File: src/rtl/clus_pattern_check.sv
// clus_pattern_check
//   Receive-side checker for the simulated-cluster event stream read from
//   SIM_ROC_FIFO. Each event is one header word {size[11:0], tag[19:0]}
//   followed by 'size' payload words. The payload is checked against a running
//   32-bit counter (pattern_type = 0) or an alternating 0x55../0xAA.. pattern
//   (pattern_type = 1). Data and tag errors are counted in saturating counters.
//
//   Optional build macro: CLUS_PATTERN_FIRST_ERR_EN adds first-mismatch capture
//   outputs (first_err_vld/exp/got/word/tag).
//
// Ports
//   serdesclk        clock
//   serdesclk_reset  synchronous active-high reset
//   newspill_reset   synchronous spill restart (keeps payload expectation if haltrun_en)
//   haltrun_en       hold exp_data / pat_idx across newspill_reset
//   pattern_type     0 = counter payload, 1 = 0x55/0xAA alternating payload
//   fifo_empty       FIFO empty flag
//   fifo_rdata       FIFO read data, valid the cycle after fifo_re
//   fifo_re          FIFO read enable
//   evt_done         one-cycle pulse per completed event
//   evt_size/evt_tag header fields of the last completed event
//   evt_cnt          events completed this spill
//   data_err_cnt     mismatched payload words (saturating)
//   tag_err_cnt      headers whose tag is not previous tag + 1 (saturating)
//   busy             event in progress
//
// state | meaning
// ------+-----------------------------------------------------------
// IDLE  | waiting for a header word; issues the header read
// HDR   | header read in flight; decode size/tag when it lands
// PAY   | issuing and checking payload reads
// DONE  | event complete; publish results, pulse evt_done next cycle
module clus_pattern_check #(
    parameter int DIGI_BITS      = 32,
    parameter int SPILL_TAG_BITS = 20,
    parameter int ERRCNT_BITS    = 16
) (
    input  logic                      serdesclk,
    input  logic                      serdesclk_reset,
    input  logic                      newspill_reset,
    input  logic                      haltrun_en,
    input  logic                      pattern_type,
    input  logic                      fifo_empty,
    input  logic [DIGI_BITS-1:0]      fifo_rdata,
    output logic                      fifo_re,
    output logic                      evt_done,
    output logic [11:0]               evt_size,
    output logic [SPILL_TAG_BITS-1:0] evt_tag,
    output logic [ERRCNT_BITS-1:0]    evt_cnt,
    output logic [ERRCNT_BITS-1:0]    data_err_cnt,
    output logic [ERRCNT_BITS-1:0]    tag_err_cnt,
    output logic                      busy
`ifdef CLUS_PATTERN_FIRST_ERR_EN
    ,
    output logic                      first_err_vld,
    output logic [DIGI_BITS-1:0]      first_err_exp,
    output logic [DIGI_BITS-1:0]      first_err_got,
    output logic [11:0]               first_err_word,
    output logic [SPILL_TAG_BITS-1:0] first_err_tag
`endif
);

    typedef enum logic [1:0] {S_IDLE, S_HDR, S_PAY, S_DONE} state_t;

    localparam logic [DIGI_BITS-1:0] PAT_5 = {(DIGI_BITS/2){2'b01}};
    localparam logic [DIGI_BITS-1:0] PAT_A = {(DIGI_BITS/2){2'b10}};

    state_t                    state, state_nxt;
    logic                      rd_vld;
    logic [11:0]               cur_size;
    logic [SPILL_TAG_BITS-1:0] cur_tag;
    logic [SPILL_TAG_BITS-1:0] last_tag;
    logic                      tag_armed;
    logic [11:0]               rd_left;   // payload reads still to issue
    logic [11:0]               rv_left;   // payload words still to receive
    logic [DIGI_BITS-1:0]      exp_data;
    logic                      pat_idx;

    logic [11:0]               hdr_size;
    logic [SPILL_TAG_BITS-1:0] hdr_tag;
    logic [SPILL_TAG_BITS-1:0] tag_next;
    logic                      hdr_vld;
    logic                      pay_vld;
    logic [DIGI_BITS-1:0]      exp_word;
    logic                      word_err;
    logic                      spill_clr;

    assign hdr_size  = fifo_rdata[DIGI_BITS-1 -: 12];
    assign hdr_tag   = fifo_rdata[SPILL_TAG_BITS-1:0];
    assign tag_next  = last_tag + 1'b1;
    assign hdr_vld   = (state == S_HDR) && rd_vld;
    assign pay_vld   = (state == S_PAY) && rd_vld;
    assign exp_word  = pattern_type ? (pat_idx ? PAT_A : PAT_5) : exp_data;
    assign word_err  = pay_vld && (fifo_rdata != exp_word);
    assign spill_clr = serdesclk_reset || newspill_reset;

    always_ff @(posedge serdesclk) begin
        if (spill_clr) state <= S_IDLE;
        else           state <= state_nxt;
    end

    always_comb begin
        state_nxt = state;
        case (state)
            S_IDLE:  if (!fifo_empty) state_nxt = S_HDR;
            S_HDR:   if (rd_vld) state_nxt = (hdr_size == 12'd0) ? S_DONE : S_PAY;
            S_PAY:   if (rd_vld && rv_left == 12'd1) state_nxt = S_DONE;
            S_DONE:  state_nxt = S_IDLE;
            default: state_nxt = S_IDLE;
        endcase
    end

    always_comb begin
        fifo_re = 1'b0;
        busy    = (state != S_IDLE);
        case (state)
            S_IDLE:  fifo_re = !fifo_empty;
            S_PAY:   fifo_re = !fifo_empty && (rd_left != 12'd0);
            default: fifo_re = 1'b0;
        endcase
    end

    // Payload expectation survives a spill restart while the run is halted.
    always_ff @(posedge serdesclk) begin
        if (serdesclk_reset || (newspill_reset && !haltrun_en)) begin
            exp_data <= '0;
            pat_idx  <= 1'b0;
        end else if (!newspill_reset && pay_vld) begin
            if (pattern_type) pat_idx  <= ~pat_idx;
            else              exp_data <= exp_data + 1'b1;
        end
    end

    always_ff @(posedge serdesclk) begin
        if (spill_clr) begin
            rd_vld       <= 1'b0;
            cur_size     <= '0;
            cur_tag      <= '0;
            last_tag     <= '0;
            tag_armed    <= 1'b0;
            rd_left      <= '0;
            rv_left      <= '0;
            evt_done     <= 1'b0;
            evt_size     <= '0;
            evt_tag      <= '0;
            evt_cnt      <= '0;
            data_err_cnt <= '0;
            tag_err_cnt  <= '0;
        end else begin
            rd_vld   <= fifo_re;
            evt_done <= (state == S_DONE);

            if (hdr_vld) begin
                cur_size  <= hdr_size;
                cur_tag   <= hdr_tag;
                rd_left   <= hdr_size;
                rv_left   <= hdr_size;
                tag_armed <= 1'b1;
                if (tag_armed && hdr_tag != tag_next && tag_err_cnt != '1)
                    tag_err_cnt <= tag_err_cnt + 1'b1;
            end

            if (state == S_PAY && fifo_re) rd_left <= rd_left - 1'b1;
            if (pay_vld)                   rv_left <= rv_left - 1'b1;
            if (word_err && data_err_cnt != '1)
                data_err_cnt <= data_err_cnt + 1'b1;

            if (state == S_DONE) begin
                evt_size <= cur_size;
                evt_tag  <= cur_tag;
                last_tag <= cur_tag;
                evt_cnt  <= evt_cnt + 1'b1;
            end
        end
    end

`ifdef CLUS_PATTERN_FIRST_ERR_EN
    always_ff @(posedge serdesclk) begin
        if (spill_clr) begin
            first_err_vld  <= 1'b0;
            first_err_exp  <= '0;
            first_err_got  <= '0;
            first_err_word <= '0;
            first_err_tag  <= '0;
        end else if (word_err && !first_err_vld) begin
            first_err_vld  <= 1'b1;
            first_err_exp  <= exp_word;
            first_err_got  <= fifo_rdata;
            first_err_word <= cur_size - rv_left;
            first_err_tag  <= cur_tag;
        end
    end
`endif

endmodule

File: config.mk
export PLATFORM = sky130hd
export DESIGN_NAME = clus_pattern_check
export DESIGN_NICKNAME = d
export VERILOG_FILES = /design/src/rtl/clus_pattern_check.sv
export SDC_FILE = /design/constraint.sdc
export NUM_CORES = 1
export LEC_CHECK = 0
export ABC_AREA = 1
export BUFFER_PORTS_ARGS = -buffer_cell sky130_fd_sc_hd__buf_2
export CORE_UTILIZATION = 41
export CTS_BUF_LIST = sky130_fd_sc_hd__clkbuf_4 sky130_fd_sc_hd__clkbuf_8
export DETAILED_ROUTE_END_ITERATION = 8
export GPL_TIMING_DRIVEN = 1
export PLACE_DENSITY = 0.67
export SLEW_MARGIN = 20
export SYNTH_ARGS = -nofsm -noshare
export SYNTH_HDL_FRONTEND = slang
export SYNTH_SLANG_ARGS = --single-unit
File: constraint.sdc
create_clock -name serdesclk -period 2.74 [get_ports serdesclk]
set_input_delay 0.411 -clock serdesclk [delete_from_list [all_inputs] [get_ports serdesclk]]
set_output_delay 0.411 -clock serdesclk [all_outputs]
set_load 0.03 [all_outputs]
Word-level counts from Yosys, hierarchy flattened:

Index checks and enable logic that the tools add are counted.

* flip-flop bits (word level): 174

* reduce and logical (&&, ||, !) cells: 26
* equality and inequality tests: 11
* add/sub/neg operators: 7
* multiplexer cells: 11
* bitwise operators: 2

Operators by type and width (number)
* 2-to-1 mux 32 bit: 2
* adder 16 x 1 -> 16 bit (second input constant): 3
* 2-to-1 mux 12 bit: 3
* adder 32 x 1 -> 32 bit (second input constant): 1
* inequality test 16 bit (second input constant): 2
* inequality test 32 bit: 1
* subtractor 12 x 1 -> 12 bit (second input constant): 2
* adder 20 x 1 -> 20 bit (second input constant): 1
* inequality test 20 bit: 1
* equality test 12 x 1 -> 1 bit (second input constant): 1
* logical NOT 12 bit: 1
* nonzero test 12 bit: 1
* logical AND 1 bit: 11
* case mux 2 bit (4 select lines): 1
* 2-to-1 mux 2 bit: 3
* AND reduction 2 bit: 3
* nonzero test 2 bit: 3
* equality test 2 bit (second input constant): 2
* inequality test 2 bit (second input constant): 2
* logical NOT 1 bit: 3
* AND reduction 3 bit: 1
* equality test 2 x 1 -> 1 bit (second input constant): 1
* logical NOT 2 bit: 1
* logical OR 1 bit: 2
* 4 further kinds: 5

Depth between registers and ports, before layout:

Gate-level depths: netlist (run 1).

* word-level depth: 5
* mapped depth: 17

Worst setup path before layout (run 1):

OpenSTA, ideal clock, no wires.

* kind: flip-flop to flip-flop
* start point: reg state[0]
* end point: reg rd_left[7]
* arrival time: 2.071 ns
* buffers on the path: 1
* required time: 2.612 ns
* period minus slack after synthesis: 2.198 ns
* path slack: 0.542 ns
* cell stages (with the launch flop): 11
* library setup time: 0.128 ns
* cell sequence: dfxtp_1 -> inv_1 -> ha_1 -> inv_1 -> o21ai_1 -> nand2_2 -> inv_1 -> buf_2 -> nand2_1 -> a21oi_1 -> nor2_1

* word-level cells in the longest chain between the ends: 4

Ends and longest elaborated chain
* start, declared: line 68 `state_t state, state_nxt;`
* start signal, assigned: line 99 `else state <= state_nxt;`
* equality test 2 bit / logical NOT 2 bit (equally long branches): line 116 `case (state)`
* case mux 1 bit (2 select lines) *: line 116
* net fifo_re: line 45 `output logic fifo_re,`
* logical AND 1 bit *: line 163 `if (state == S_PAY && fifo_re) rd_left <= rd_left - 1'b1;`
* 2-to-1 mux 12 bit / nonzero test 2 bit (equally long branches)
* end signal, assigned: line 156 `rd_left <= hdr_size;`
* end signal, assigned: line 163
* end, declared: line 74 `logic [11:0] rd_left;`

The timed path passes the listed nets; every way through them passes the cells marked *.
A chain may end at the register's enable or synchronous reset.

Worst setup path after layout (run 1):

* start point: reg rd_left[0]
* end point: out fifo_re

* word-level cells in the longest chain between the ends: 3

Ends and longest elaborated chain
* nonzero test 12 bit: line 118 `S_PAY: fifo_re = !fifo_empty && (rd_left != 12'd0);`
* logical AND 1 bit: line 118
* case mux 1 bit (2 select lines): line 116
* end, declared: line 45

Every way passes these cells.

==> results_dict.tcl, run 1 <==
set metrics [dict create \
    holdCritStartpoint "fifo_rdata[0]" \
    cts_tree "done" \
    cp.required_ns 2.33 \
    status "finished clean" \
    path_max_fanout 4 \
    dp_cells 1749 \
    fp.dieW_um 153 \
    num_vias 9121 \
    cp-end-kind "output pin" \
    dp_hpwl_mm 18.0 \
    clock_latency_ns 0.47 \
    rsz0062_at_grt "no" \
    worstPathArrival_ns 2.14 \
    synth_top_cell_area_share 0.372 \
    drv_slew 0 \
    cts_hold_buf 0 \
    htree_num_levels 4 \
    dieArea_um2 23500 \
    fin_crit_sh 0.933 \
    grt-ovfl-total 0 \
    stdcell_count 1781 \
    cp-start-kind "register" \
    drive_gt1_frac 0.133 \
    cts_setup_buffers 0 \
    avgRoutedWirePerCell_um 14.0 \
    multiInputGateArea_um2 5070 \
    postSynthAreaPerCell_um2 6.79 \
    pwr_density_cell_nw_per_um2 463 \
    place.port_buffers 120 \
    r2r_end "exp_data[24]$_SDFFE_PP0P_" \
    max-vdd-ir-drop_v 0.000324 \
    syn2layout_area_growth_pct 14.2 \
    yosysTopAreaCell "dfxtp_1" \
    grt_max_degree 54 \
    power.leakage_nw 4.30 \
    cts_buffer_depth 2 \
    start_util 0.424 \
    top_layer "met4" \
    grt_pass1_vias 8183 \
    tns_ns 0 \
    clk_pin_slew_ns 0.09 \
    setup_viol 0 \
    path_class "reg2out" \
    nFillCells 2246 \
    cts_made_buffers 17 \
    fin_worst_skew_ns 0.0122 \
    fin_total_pwr_w 0.00496 \
    regToRegSetupSlack_ns 0.22 \
    antenna_found_initial 0 \
    route.detailed.drc 0 \
    synth_async_sr_flop_share 0 \
    wirelength_mm 24.9 \
    rows 54 \
    layout_commonest_cell "nand2_1" \
    grt_pass1_wl_mm 40.9 \
    hold_viol 0 \
    drtPass1Iterations 5 \
    min_to "cur_tag[0]$_SDFFE_PP0P_" \
    worstMarginPinSlew_ns 0.664 \
    max_freq_mhz 391 \
    ys_seq_elements 174 \
    synth_ff_type "dfxtp_1" \
    clock-sinks 174 \
    cts_root_buffer "clkbuf_8" \
    synth_edf_count 0 \
    hold_path_depth 3 \
    core-area_um2 22100 \
    wl_met3_mm 1.54 \
    ys_seq_area_frac 0.372 \
    synth_nets 1430 \
    worstHoldPathType "in2reg" \
    die_y_um 153 \
    timing.rr.start "state[0]$_SDFFE_PP0P_" \
    synthCells 1380 \
    grt_usage 0.215 \
    synth_area_leaders "dfxtp_1 37%, nand2_1 13%, a21oi_1 6.7%, xor2_1 6.6%, inv_1 6.2%" \
    syn-cell-area_um2 9370 \
    wl_met1_mm 11.8 \
    layout_common_cells "316 x nand2_1, 174 x dfxtp_1, 154 x inv_1" \
    r2r_cells 15 \
    design_area_um2 10700 \
    antennaDiodeCount 0 \
    max_cap_viol_count 0 \
    ctsResizeCount 0 \
    io_pins 121 \
    gp_congestion 0.891 \
    drtIter0Drc 649 \
    synth_cell_types 48 \
    nets 1538 \
    ant_nets 0 \
    fin_crit_ns 2.56 \
    regArea_um2 3480 \
    wl_met2_mm 11.1 \
    via_per_inst 5.12 \
    slew_headroom 0.557 \
    synth_warnings 0 \
    place_area_um2 10200 \
]
[report_power, final]
group | leakage, nW | switching, W | internal [W]
combinational | 2.68 | 0.000245 | 0.000122
clock | 0.220 | 0.000981 | 0.00106
sequential | 1.40 | 0.0000103 | 0.00254
[worst max-delay path by stage]
stage / startpoint / cells past startpoint / slack (ns) / to
final: rd_left[0]$_SDFFE_PP0P_ / 10 / 0.18 / fifo_re
after global routing: rd_left[0]$_SDFFE_PP0P_ / 10 / 0.01 / fifo_re
after CTS: rd_left[0]$_SDFFE_PP0P_ / 10 / 0.17 / fifo_re
after detailed placement: pattern_type / 13 / 0.10 / data_err_cnt[9]$_SDFFE_PP0P_
after global placement: pattern_type / 13 / 0.19 / data_err_cnt[10]$_SDFFE_PP0P_
after floorplan: state[0]$_SDFFE_PP0P_ / 10 / 0.54 / rd_left[7]$_SDFFE_PP0P_
[kinds of logic (layout without fill, tap and decap cells)]
group,Yosys count,count (layout),share of synthesized area
AO/OA/AOI/OAI,253,253,0.143
flip-flops,174,174,0.372
XOR/XNOR,92,92,0.0860
buffers and inverters,208,329,0.0889
adder cells (fa/ha/maj),12,12,0.0160
AND/OR/NAND/NOR,641,641,0.294
[registers in the layout (all words and copies together) (netlist names)]
signal,flops
rd_left,12
last_tag,20
exp_data,32
cur_tag,20
rd_vld,1
state,2
evt_done,1
tag_armed,1
data_err_cnt,16
rv_left,12
tag_err_cnt,16
pat_idx,1
evt_cnt,16
evt_size,12
cur_size,12
[metal layers]
layer | track usage | vias up
li1 | - | 4710
met1 | 0.291 | 4145
met2 | 0.343 | 233
met3 | 0.0462 | 33
met4 | 0.0630 | 0
met5 | 0 | -
[synthesized netlist by cell type, types with 5 or more instances]
cell      number
nand2_1      316
dfxtp_1      174
inv_1        154
nor2_1       145
a21oi_1      125
o21ai_0       95
nand3_1       77
xor2_1        71
nor3_1        36
clkbuf_1      32
nand4_1       30
xnor2_1       21
ha_1          12
nor4_1        10
a31oi_1        6
nor2_2         6
buf_1          5
[area by class of cell]
type	count	share of cell area
well taps	280	0.0327
multi-input cells	998	0.474
flip-flops and latches	174	0.325
inverters	158	0.0554
repair buffers	139	0.0706
clock inverters	12	0.0171
clock buffers	20	0.0251
[through the flow]
| step | hold slack [ns] | utilization | worst slack, ns |
|---|---|---|---|
| 2_1_floorplan | 0.436 | - | 0.542 |
| 3_3_place_gp | 0.444 | 0.464 | 0.195 |
| 3_5_place_dp | 0.449 | 0.464 | 0.104 |
| 4_1_cts | 0.219 | 0.484 | 0.167 |
| 5_1_grt | 0.243 | 0.484 | 0.0132 |
| 6_report | 0.242 | 0.484 | 0.184 |
[worst max-delay path, stage by stage (launching register included)]
cell,delay [ns]
dfxtp_1,0.32
inv_1,0.11
ha_1,0.18
nand2_1,0.09
nor2_1,0.17
nand2_1,0.10
nor2_1,0.17
nand2_1,0.13
nand3_1,0.09
o21ai_1,0.12
buf_2,0.21
Power figures use the tool's default switching activity.
==> inputs of run 2 (changes only) <==
--- a/config.mk
+++ b/config.mk
@@ -7,11 +7,11 @@
 export LEC_CHECK = 0
 export ABC_AREA = 1
 export BUFFER_PORTS_ARGS = -buffer_cell sky130_fd_sc_hd__buf_2
-export CORE_UTILIZATION = 41
+export CORE_UTILIZATION = 55
 export CTS_BUF_LIST = sky130_fd_sc_hd__clkbuf_4 sky130_fd_sc_hd__clkbuf_8
 export DETAILED_ROUTE_END_ITERATION = 8
 export GPL_TIMING_DRIVEN = 1
-export PLACE_DENSITY = 0.67
+export PLACE_DENSITY = 0.83
 export SLEW_MARGIN = 20
 export SYNTH_ARGS = -nofsm -noshare
 export SYNTH_HDL_FRONTEND = slang
==> results_dict.tcl, run 2 (same netlist as run 1, synthesis figures left out) <==
set metrics [dict create \
    place_ws_ns 0.147 \
    rows 47 \
    fin_total_pwr_w 0.00484 \
    hold_ws_ns 0.227 \
    setup_ws_ns 0.240 \
    clock_latency_ns 0.46 \
    stdcell_count 1718 \
    start_util 0.565 \
    drtPass1Iterations 9 \
    via_per_inst 5.43 \
    pwr_density_cell_nw_per_um2 457 \
    num_vias 9335 \
    fin_worst_skew_ns 0.0127 \
    max_freq_mhz 400 \
    grt-ovfl-total 0 \
    clk_pin_slew_ns 0.09 \
    cts_root_buffer "clkbuf_8" \
    dp_cells 1687 \
    cts_setup_buffers 0 \
    largest_reg_flops 32 \
    drtIter0Drc 606 \
    grt_pass1_vias 8568 \
    status "finished clean" \
    timing.rr.start "state[0]$_SDFFE_PP0P_" \
    fp.dieW_um 133 \
    worstMarginPinSlew_ns 0.598 \
    slew_headroom 0.600 \
    htree_num_levels 4 \
    cts_buffer_depth 2 \
    tns_ns 0 \
    multiInputGateArea_um2 5070 \
    nFillCells 1530 \
    fin_crit_ns 2.50 \
    cts_made_buffers 17 \
    max_cap_viol_count 0 \
    worstPathArrival_ns 2.85 \
    cp-end-kind "register" \
    syn2layout_area_growth_pct 13.0 \
    dieArea_um2 17600 \
    layout_common_cells "316 x nand2_1, 174 x dfxtp_1, 154 x inv_1" \
    grt_max_degree 41 \
    holdCritStartpoint "fifo_rdata[0]" \
    core-area_um2 16600 \
    clock-sinks 174 \
    path_max_fanout 6 \
    fin_crit_sh 0.912 \
    power.leakage_nw 4.28 \
    drv_slew 0 \
    hold_viol 0 \
    grt_pass1_wl_mm 39.9 \
    regToRegSetupSlack_ns 0.24 \
    grt_usage 0.279 \
    route.detailed.drc 0 \
    place.port_buffers 120 \
    drive_gt1_frac 0.132 \
    wirelength_mm 23.8 \
    r2r_cells 12 \
    setup_viol 0 \
    antennaDiodeCount 0 \
    cp.required_ns 3.09 \
    avgRoutedWirePerCell_um 13.8 \
    regArea_um2 3480 \
    die_y_um 133 \
    regMostFlops "exp_data" \
    gp_congestion 0.953 \
    hold_path_depth 3 \
    r2r_end "exp_data[13]$_SDFFE_PP0P_" \
    io_pins 121 \
    cp-start-kind "register" \
    nets 1536 \
    path_class "reg2reg" \
    max-vdd-ir-drop_v 0.000312 \
    dp_hpwl_mm 17.3 \
    worstHoldPathType "in2reg" \
    top_regs "exp_data (32), cur_tag (20), last_tag (20)" \
    min_to "cur_tag[0]$_SDFFE_PP0P_" \
    rsz0062_at_grt "no" \
    ant_nets 0 \
    cts_tree "done" \
    antenna_found_initial 0 \
    layout_commonest_cell "nand2_1" \
]
[run 2: cell types whose count changed in the layout (fill, tap and decap cells not counted), sizes merged]
cell and change:
clkinv +1, buf -2, clkbuf +2, bufinv -1, clkinvlp -1, inv -2
[run 2: through the flow]
| step | cell area, um2 | utilization |
|---|---|---|
| floorplan | 9370 | - |
| global placement | 10200 | 0.612 |
| detailed placement | 10200 | 0.612 |
| CTS | 10600 | 0.638 |
| global route | 10600 | 0.639 |
| finish | 10600 | 0.639 |
[run 2: critical path, cell delays in order (launching register included)]
cell and delay, ns:
dfxtp_1 0.35, inv_1 0.12, ha_1 0.24, nand2_1 0.11
nor2_1 0.17, nand2_2 0.16, nor2_1 0.23, nand2_1 0.10
nor3_1 0.25, nand4_1 0.19, nor2_1 0.22, xor2_1 0.20
nor2_1 0.05
[run 2: repair_timing]
| item | CTS | global route |
|---|---|---|
| hold buffers | 0 | 0 |
| endpoints found under the setup margin | 0 | 4 |
| gates resized for setup | 0 | 3 |
[run 2: area by class of cell]
class,count,area share
Timing Repair Buffer,137,0.0699
Inverter,158,0.0560
Sequential cell,174,0.329
Tap cell,220,0.0260
Clock inverter,9,0.0125
Clock buffer,22,0.0280
Multi-Input combinational cell,998,0.479
[run 2: power breakdown]
part	internal, W	switching, W
Clock	0.00101	0.000919
Combinational	0.000121	0.000242
Sequential	0.00254	0.0000102
[run 2: how the worst max path moves through the flow]
stage	from	end	cells after the start
final	state[0]$_SDFFE_PP0P_	exp_data[13]$_SDFFE_PP0P_	12
after global routing	state[0]$_SDFFE_PP0P_	exp_data[29]$_SDFFE_PP0P_	13
after CTS	rd_left[0]$_SDFFE_PP0P_	fifo_re	10
after detailed placement	pattern_type	data_err_cnt[10]$_SDFFE_PP0P_	11
after global placement	pattern_type	data_err_cnt[10]$_SDFFE_PP0P_	13
after floorplan	state[0]$_SDFFE_PP0P_	rd_left[7]$_SDFFE_PP0P_	10
[run 2: metal layers]
layer	share of wire	GRT usage	wire length, um
met1	0.45	0.367	10600
met2	0.47	0.451	11100
met3	0.071	0.0571	1680
met4	0.019	0.0971	444
met5	0	0	0
